[src/rtl/exp_adder_sched.sv]
// Round-robin scheduler for a shared 8-bit exponent adder: computes ea+eb-BIAS
// in two adder passes and returns a saturated biased exponent with ovf/unf flags.
module exp_adder_sched #(
  parameter logic [7:0] BIAS = 8'd127
) (
  input  logic       clk,
  input  logic       rst,
  input  logic       req0_valid,
  output logic       req0_ready,
  input  logic [7:0] req0_ea,
  input  logic [7:0] req0_eb,
  input  logic       req1_valid,
  output logic       req1_ready,
  input  logic [7:0] req1_ea,
  input  logic [7:0] req1_eb,
  output logic [7:0] add_a,
  output logic [7:0] add_b,
  output logic       add_cin,
  input  logic [7:0] add_sum,
  output logic       out_valid,
  input  logic       out_ready,
  output logic [7:0] out_exp,
  output logic       out_ovf,
  output logic       out_unf,
  output logic       out_id
);

  typedef enum logic [1:0] {ST_IDLE, ST_P1, ST_P2, ST_DONE} state_t;

  state_t     r_state, w_next;
  logic [7:0] r_ea, r_eb, r_s1;
  logic       r_c1, r_id, r_rr;
  logic       r_out_valid, r_out_ovf, r_out_unf, r_out_id;
  logic [7:0] r_out_exp;
  logic       w_gnt0, w_gnt1, w_carry, w_ovf, w_unf;
  logic [7:0] w_exp;

  // r_rr names the requester that wins a tie
  always_comb begin
    w_gnt0 = 1'b0;
    w_gnt1 = 1'b0;
    if (r_state == ST_IDLE && !rst) begin
      if (req0_valid && (!req1_valid || !r_rr)) w_gnt0 = 1'b1;
      else if (req1_valid)                      w_gnt1 = 1'b1;
    end
  end

  assign req0_ready = w_gnt0;
  assign req1_ready = w_gnt1;

  always_comb begin
    add_a   = '0;
    add_b   = '0;
    add_cin = 1'b0;
    case (r_state)
      ST_P1: begin
        add_a = r_ea;
        add_b = r_eb;
      end
      ST_P2: begin
        add_a   = r_s1;
        add_b   = ~BIAS;
        add_cin = 1'b1;
      end
      default: ;
    endcase
  end

  assign w_carry = (add_a[7] & add_b[7]) | ((add_a[7] ^ add_b[7]) & ~add_sum[7]);

  // Pass-2 sum and carry feed the output registers directly instead of
  // passing through s2/c2 registers; out_valid timing is unchanged.
  always_comb begin
    w_exp = add_sum;
    w_ovf = 1'b0;
    w_unf = 1'b0;
    if (!r_c1 && !w_carry) begin
      w_exp = '0;
      w_unf = 1'b1;
    end else if (r_c1 && w_carry) begin
      w_exp = '1;
      w_ovf = 1'b1;
    end else if (add_sum == 8'h00) begin
      w_unf = 1'b1;
    end else if (add_sum == 8'hFF) begin
      w_ovf = 1'b1;
    end
  end

  always_comb begin
    w_next = r_state;
    case (r_state)
      ST_IDLE: if (w_gnt0 || w_gnt1) w_next = ST_P1;
      ST_P1:   w_next = ST_P2;
      ST_P2:   w_next = ST_DONE;
      ST_DONE: if (out_ready) w_next = ST_IDLE;
      default: w_next = ST_IDLE;
    endcase
  end

  always_ff @(posedge clk) begin
    if (rst) begin
      r_state     <= ST_IDLE;
      r_ea        <= '0;
      r_eb        <= '0;
      r_s1        <= '0;
      r_c1        <= 1'b0;
      r_id        <= 1'b0;
      r_rr        <= 1'b0;
      r_out_valid <= 1'b0;
      r_out_exp   <= '0;
      r_out_ovf   <= 1'b0;
      r_out_unf   <= 1'b0;
      r_out_id    <= 1'b0;
    end else begin
      r_state <= w_next;
      if (w_gnt0 || w_gnt1) begin
        r_ea <= w_gnt1 ? req1_ea : req0_ea;
        r_eb <= w_gnt1 ? req1_eb : req0_eb;
        r_id <= w_gnt1;
        r_rr <= w_gnt0;
      end
      if (r_state == ST_P1) begin
        r_s1 <= add_sum;
        r_c1 <= w_carry;
      end
      if (r_state == ST_P2) begin
        r_out_valid <= 1'b1;
        r_out_exp   <= w_exp;
        r_out_ovf   <= w_ovf;
        r_out_unf   <= w_unf;
        r_out_id    <= r_id;
      end
      if (r_state == ST_DONE && out_ready) r_out_valid <= 1'b0;
    end
  end

  assign out_valid = r_out_valid;
  assign out_exp   = r_out_exp;
  assign out_ovf   = r_out_ovf;
  assign out_unf   = r_out_unf;
  assign out_id    = r_out_id;

endmodule

[config.mk]
export PLATFORM = sky130hd
export DESIGN_NAME = exp_adder_sched
export DESIGN_NICKNAME = d
export VERILOG_FILES = /design/src/rtl/exp_adder_sched.sv
export SDC_FILE = /design/constraint.sdc
export NUM_CORES = 1
export LEC_CHECK = 0
export ABC_AREA = 1
export CAP_MARGIN = 10
export CORE_MARGIN = 1.5
export CORE_UTILIZATION = 40
export DETAILED_ROUTE_END_ITERATION = 10
export PLACE_DENSITY = 0.76
export SLEW_MARGIN = 30
export SYNTH_ARGS = -nofsm -noshare
export SYNTH_HDL_FRONTEND = slang
export SYNTH_SLANG_ARGS = --single-unit
[constraint.sdc]
create_clock -name clk -period 1.9 [get_ports clk]
set_input_delay 0.38 -clock clk [delete_from_list [all_inputs] [get_ports clk]]
set_output_delay 0.38 -clock clk [all_outputs]
set_load 0.01 [all_outputs]
# Yosys cells after proc, flatten, opt, wreduce, memory -nomap -nowiden
# Cells that the tools add are included.
[word_totals] reg_bits=41 inputBits=45 output_inout_bits=31
[op_classes] n_eq_ne=6 mux=22 n_bitwise=5 n_reduce_logical=16
[ops] op="2-to-1 mux 8 bit" n=4
[ops] op="one-hot mux 8 bit (2 select lines)" n=2
[ops] op="2-to-1 mux 1 bit" n=13
[ops] op="equality test 8 bit (second input constant)" n=1
[ops] op="zero test 8 bit" n=1
[ops] op="one-hot mux 2 bit (4 select lines)" n=1
[ops] op="logical AND 1 bit" n=5
[ops] op="zero test 1 bit" n=5
[ops] op="equality test 2 bit (second input constant)" n=2
[ops] op="2-to-1 mux 2 bit" n=2
[ops] op="AND 1 bit" n=2
[ops] op="equality test 2 x 1 -> 1 bit (second input constant)" n=1
[ops] op="zero test 2 bit" n=1
[ops] op="logical OR 1 bit" n=2
[ops] op="!= test 2 x 1 -> 1 bit (second input constant)" n=1
[ops] op="!= test 2 bit (second input constant)" n=1
[ops] op="AND reduction 2 bit" n=1
[ops] op="OR reduction 2 bit" n=1
[ops] op="NOT 1 bit" n=1
[ops] op="bitwise OR 1 bit" n=1
[ops] op="bitwise XOR 1 bit" n=1

# Logic depth before layout (Yosys ltp)
[depth] ltp_word=8 mapped_depth=13

# Worst setup path after synthesis
# OpenSTA, ideal clock, no wires.
[synth_timing] kind="reg-to-reg" start="reg r_state[1]" end="reg r_out_ovf (netlist: out_ovf)" setup_time_ps=116 arrival_time_ps=2072 t_required_ps=1784 slack_ps=-288 path_stages_with_launch=14 path_buffers=2 period_less_slack_ps=2188 path_cell_list="dfxtp_1 > inv_1 > ha_1 > buf_2 > clkbuf_1 > nand2_1 > a21oi_1 > ha_1 > nand2_1 > nand2_1 > nand2_1 > nand2_1 > nand2_1 > a21oi_1"
[synth_via] elab_chain_len=8 elab_cells_between_ends=13 classes_between="2 x eq/ne; 4 x mux; 4 x bitwise; 3 x reduce/logical"
[synth_lines] element="start, declared" line="30" text="state_t r_state, w_next;"
[synth_lines] element="start signal, assigned" line="116" text="r_state <= w_next;"
[synth_lines] element="equality test 2 bit or equality test 2 x 1 -> 1 bit (tied branches)" line="55" text="case (r_state)"
[synth_lines] element="one-hot mux 8 bit (2 select lines) *" line="55"
[synth_lines] element="named net add_a[7]" line="16" text="output logic [7:0] add_a,"
[synth_lines] element="bitwise XOR 1 bit" line="69" text="assign w_carry = (add_a[7] & add_b[7]) | ((add_a[7] ^ add_b[7]) & ~add_sum[7]);"
[synth_lines] element="AND 1 bit" line="69"
[synth_lines] element="bitwise OR 1 bit *" line="69"
[synth_lines] element="logical AND 1 bit or zero test 1 bit (tied branches)" line="80, 77"
[synth_lines] element="2-to-1 mux 1 bit or logical AND 1 bit (tied branches)" line="80, 77"
[synth_lines] element="2-to-1 mux 1 bit *" line="77" text="if (!r_c1 && !w_carry) begin"
[synth_lines] element="end signal, assigned" line="130" text="r_out_ovf <= w_ovf;"
[synth_lines] element="end, declared" line="33" text="logic r_out_valid, r_out_ovf, r_out_unf, r_out_id;"
# Mark *: on every way through the listed nets, which the timed path passes. The rest lies on a longest branch.
# A chain may end at the register's enable or synchronous reset.

# Worst setup path in the final report
[layout_timing] start="reg r_state[0]" end="reg r_out_exp[0] (netlist: out_exp[0])"
[layout_via] elab_chain_len=8 elab_cells_between_ends=13 classes_between="2 x eq/ne; 4 x mux; 4 x bitwise; 3 x reduce/logical"
[layout_lines] element="equality test 2 bit or equality test 2 x 1 -> 1 bit (tied branches)" line="55, 127"
[layout_lines] element="one-hot mux 8 bit (2 select lines)" line="55"
[layout_lines] element="bitwise XOR 1 bit" line="69"
[layout_lines] element="AND 1 bit" line="69"
[layout_lines] element="bitwise OR 1 bit" line="69"
[layout_lines] element="logical AND 1 bit or zero test 1 bit (tied branches)" line="80, 77"
[layout_lines] element="2-to-1 mux 8 bit or logical AND 1 bit (tied branches)" line="80, 77"
[layout_lines] element="2-to-1 mux 8 bit" line="77"
[layout_lines] element="end signal, assigned" line="129" text="r_out_exp <= w_exp;"
[layout_lines] element="end, declared" line="34" text="logic [7:0] r_out_exp;"
# Several ways; a longest one is shown, not always the timed one.

==> impl_metrics.py <==
metrics = {
    "outcome": {
        "outcome": "finished with violations",
        "failed_checks": "setup timing",
    },
    "clock_network": {
        "clock_path_buffers": 2,
        "numCtsBuffers": 5,
        "clk_latency_ps": 300,
        "cts_max_level": 2,
        "cts_root_buffer": "clkbuf_8",
        "cts_tree": "built",
        "cts_hold_buffers": 0,
        "clkTransAtPathRegs_ps": 80,
        "clock_sinks": 41,
    },
    "grt": {
        "grt_pass1_wl_um": 7850,
        "antenna_found_initial": 0,
        "grt_pass1_vias": 1829,
        "grt_max_degree": 33,
        "grtUsageTotal_pct": 18.0,
        "overflow": 0,
    },
    "sta": {
        "slew_violations": 0,
        "timing.hold.ws_ps": 464,
        "setup_violations": 4,
        "relSlewSlack_pct": 78.9,
        "fmax_ghz": 0.517,
        "finalCritPeriodShare_pct": 102,
        "clock_skew_ps": 10.3,
        "worstMarginPinSlew_ps": 317,
        "period_minus_slack_ps": 1930,
        "rsz0062_at_grt": "yes",
        "finalHoldViolCount": 0,
        "layout_setup_ws_ps": -34.8,
    },
    "routing": {
        "drtIter0Drc": 75,
        "ant_nets": 0,
        "wirelength_um": 5110,
        "routedWlPerCell_um": 11.1,
        "num_vias": 2127,
        "drc": 0,
        "firstDrtPassIters": 4,
        "routed_via_density": 4.63,
    },
    "logic_synthesis": {
        "yosysSeqAreaShare_pct": 38.7,
        "avgSynthCellArea_um2": 7.08,
        "synth_compound_area_share_pct": 25.8,
        "yosys.area.top_type": "dfxtp_1",
        "yosys.area_share.simple_pct": 20.3,
        "synth.distinct_cells": 24,
        "synth-seq-cells": 41,
        "synth_top_family_by_area": "compound AO/OA/AOI/OAI gates",
        "yosys.area.top_type_share_pct": 38.7,
        "synth-adder-area-share_pct": 2.95,
        "synth-xor-area-share_pct": 0,
        "synth.area.mux_share_pct": 0,
        "synthTopCellsByArea": "dfxtp_1, nand2_1, a21oi_1",
        "syn_nets": 349,
        "yosysWarnings": 0,
        "synthCells": 299,
        "syn_area_um2": 2120,
    },
    "placement": {
        "gp_congestion": 0.801,
        "portBuffers": 75,
        "hpwl_um": 3660,
    },
    "worst_setup_path": {
        "cp_slowest_cell": "dfxtp_4",
        "crit_path_end_kind": "flip-flop",
        "cp.arrival_ps": 2130,
        "critPathTopFamily": "compound AO/OA/AOI/OAI gates",
        "required_ps": 2090,
        "cp_cell_sequence": "inv_4 -> buf_4 -> ha_4 -> nand2_2 -> a21oi_4 -> ha_4 -> nand2_4 -> nand2_4 -> o21ai_4 -> clkinvlp_4 -> nand2_1 -> a21oi_1",
        "crit_buf_inv": 3,
        "worstSetupPathType": "reg -> reg",
        "path_max_fanout": 6,
        "critPathMaxStageDelay_ps": 370,
        "cp-start-kind": "flip-flop",
    },
    "pwr": {
        "power_density_nw_per_um2": 1010,
        "ir_drop_uv": 417,
        "power_uw": 3270,
        "p_sw_uw": 1240,
        "p_int_uw": 2020,
        "p_clk_share_pct": 17.7,
        "pwr-share-seq_pct": 37.5,
        "p_leak_uw": 0.00141,
        "switching_share_pct": 38.0,
        "combPwrFrac_pct": 44.8,
    },
    "layout": {
        "layout_commonest_cell": "nand2_1",
        "layout-drive-gt1-share_pct": 26.2,
        "layout_common_cells": "nand2_1, clkdlybuf4s50_1, dfxtp_1",
        "antenna_cells": 0,
        "area_delta_synth_final_pct": 52.1,
        "final_util_pct": 63.1,
        "fin_nets": 438,
    },
    "floorplan": {
        "die_h_um": 75.8,
        "core_um2": 5110,
        "die_w_um": 75.8,
        "start_util_pct": 41.5,
        "dieArea_um2": 5740,
        "num_rows": 26,
        "ioPinCount": 76,
    },
    "hold_path": {
        "hold_path.class": "reg -> reg",
    },
    "run": {
        "maxCapViolCount": 0,
    },
}
-- worst paths after layout --
kind / from / end / slack (ps) / depth (start not counted)
worst min-delay path: out_exp[6] / out_exp[6] / 460 / 2
worst min register to register: out_exp[6] / out_exp[6] / 460 / 2
worst max-delay path: r_state[0] / out_exp[0] / -30 / 12
worst max register to register: r_state[0] / out_exp[0] / -30 / 12
-- logic make-up (layout without fill, tap and decap cells) --
group | count (synthesis) | in the layout
AOI/OAI and AO/OA | 92 | 92
adders and majority gates | 5 | 5
buffers and inverters | 58 | 148
DFF | 41 | 41
and+or+nand+nor | 103 | 103
-- final cells by class --
cell class                 count  area (µm²)
fill                         471        1890
timing repair inverter         1        7.51
sequential                    41         826
clock buffer                   5        68.8
multi-input combinational    200        1170
timing repair buffer          96         865
tap                           70        87.6
clock inverter                 3        22.5
inverter                      43         179
-- synthesized netlist by cell type --
cell      count
nand2_1      78
dfxtp_1      41
inv_1        37
a21oi_1      33
o21ai_0      22
nor2_1       15
o21ai_1      14
a21oi_2      13
o21ai_2       9
clkbuf_1      6
ha_1          5
inv_2         4
nand3_1       4
buf_2         3
buf_4         3
buf_6         3
nand4_1       2
clkinv_1      1
inv_6         1
nand2_2       1
nand2_4       1
nand3_4       1
nand4_2       1
o211ai_1      1
-- power groups by stage --
stage / Combinational (µW) / Sequential, µW / Clock, µW
2_1_floorplan: 827 / 1210 / 0
4_1_cts: 1340 / 1210 / 594
3_5_place_dp: 1310 / 1220 / 0
6_report: 1460 / 1230 / 578
5_1_grt: 1610 / 1250 / 635
3_3_place_gp: 1280 / 1220 / 0
-- per-layer routing --
metal	GRT usage (%)	vias up	wire length [µm]
met5	0	-	0
met4	7.34	0	63
met3	6.48	6	372
met2	28.7	71	2420
met1	21.9	910	2250
li1	-	1140	-
-- registers in the layout (all words and copies together), names as in the netlist --
name / cells
out_exp: 8
r_ea: 8
r_eb: 8
r_s1: 8
r_state: 2
out_id: 1
out_ovf: 1
out_unf: 1
out_valid: 1
r_c1: 1
r_id: 1
r_rr: 1
-- tightest hold or removal path, cell delays in order (launching register included) --
cell	delay [ps]
dfxtp_1	310
nand2_1	60
a21oi_1	50
-- what timing repair did --
| action | in CTS | in global routing |
|---|---|---|
| setup buffers | 0 | 5 |
| pin swaps | 0 | 8 |
| cloned | 0 | 1 |
| endpoints found under the setup margin | 29 | 26 |
| resized for setup | 53 | 34 |
-- metrics by stage --
step / cells / setup TNS, ps / setup WS, ps / area [µm²]
2_1_floorplan: 299 / 0 / 20.6 / 2190
3_3_place_gp: 445 / -1440 / -251 / 3040
3_5_place_dp: 445 / -2620 / -259 / 3040
4_1_cts: 453 / -221 / -30.9 / 3160
5_1_grt: 459 / -701 / -122 / 3220
6_report: 459 / -45.6 / -34.8 / 3220
No activity file was read; power rests on OpenSTA's default activity.
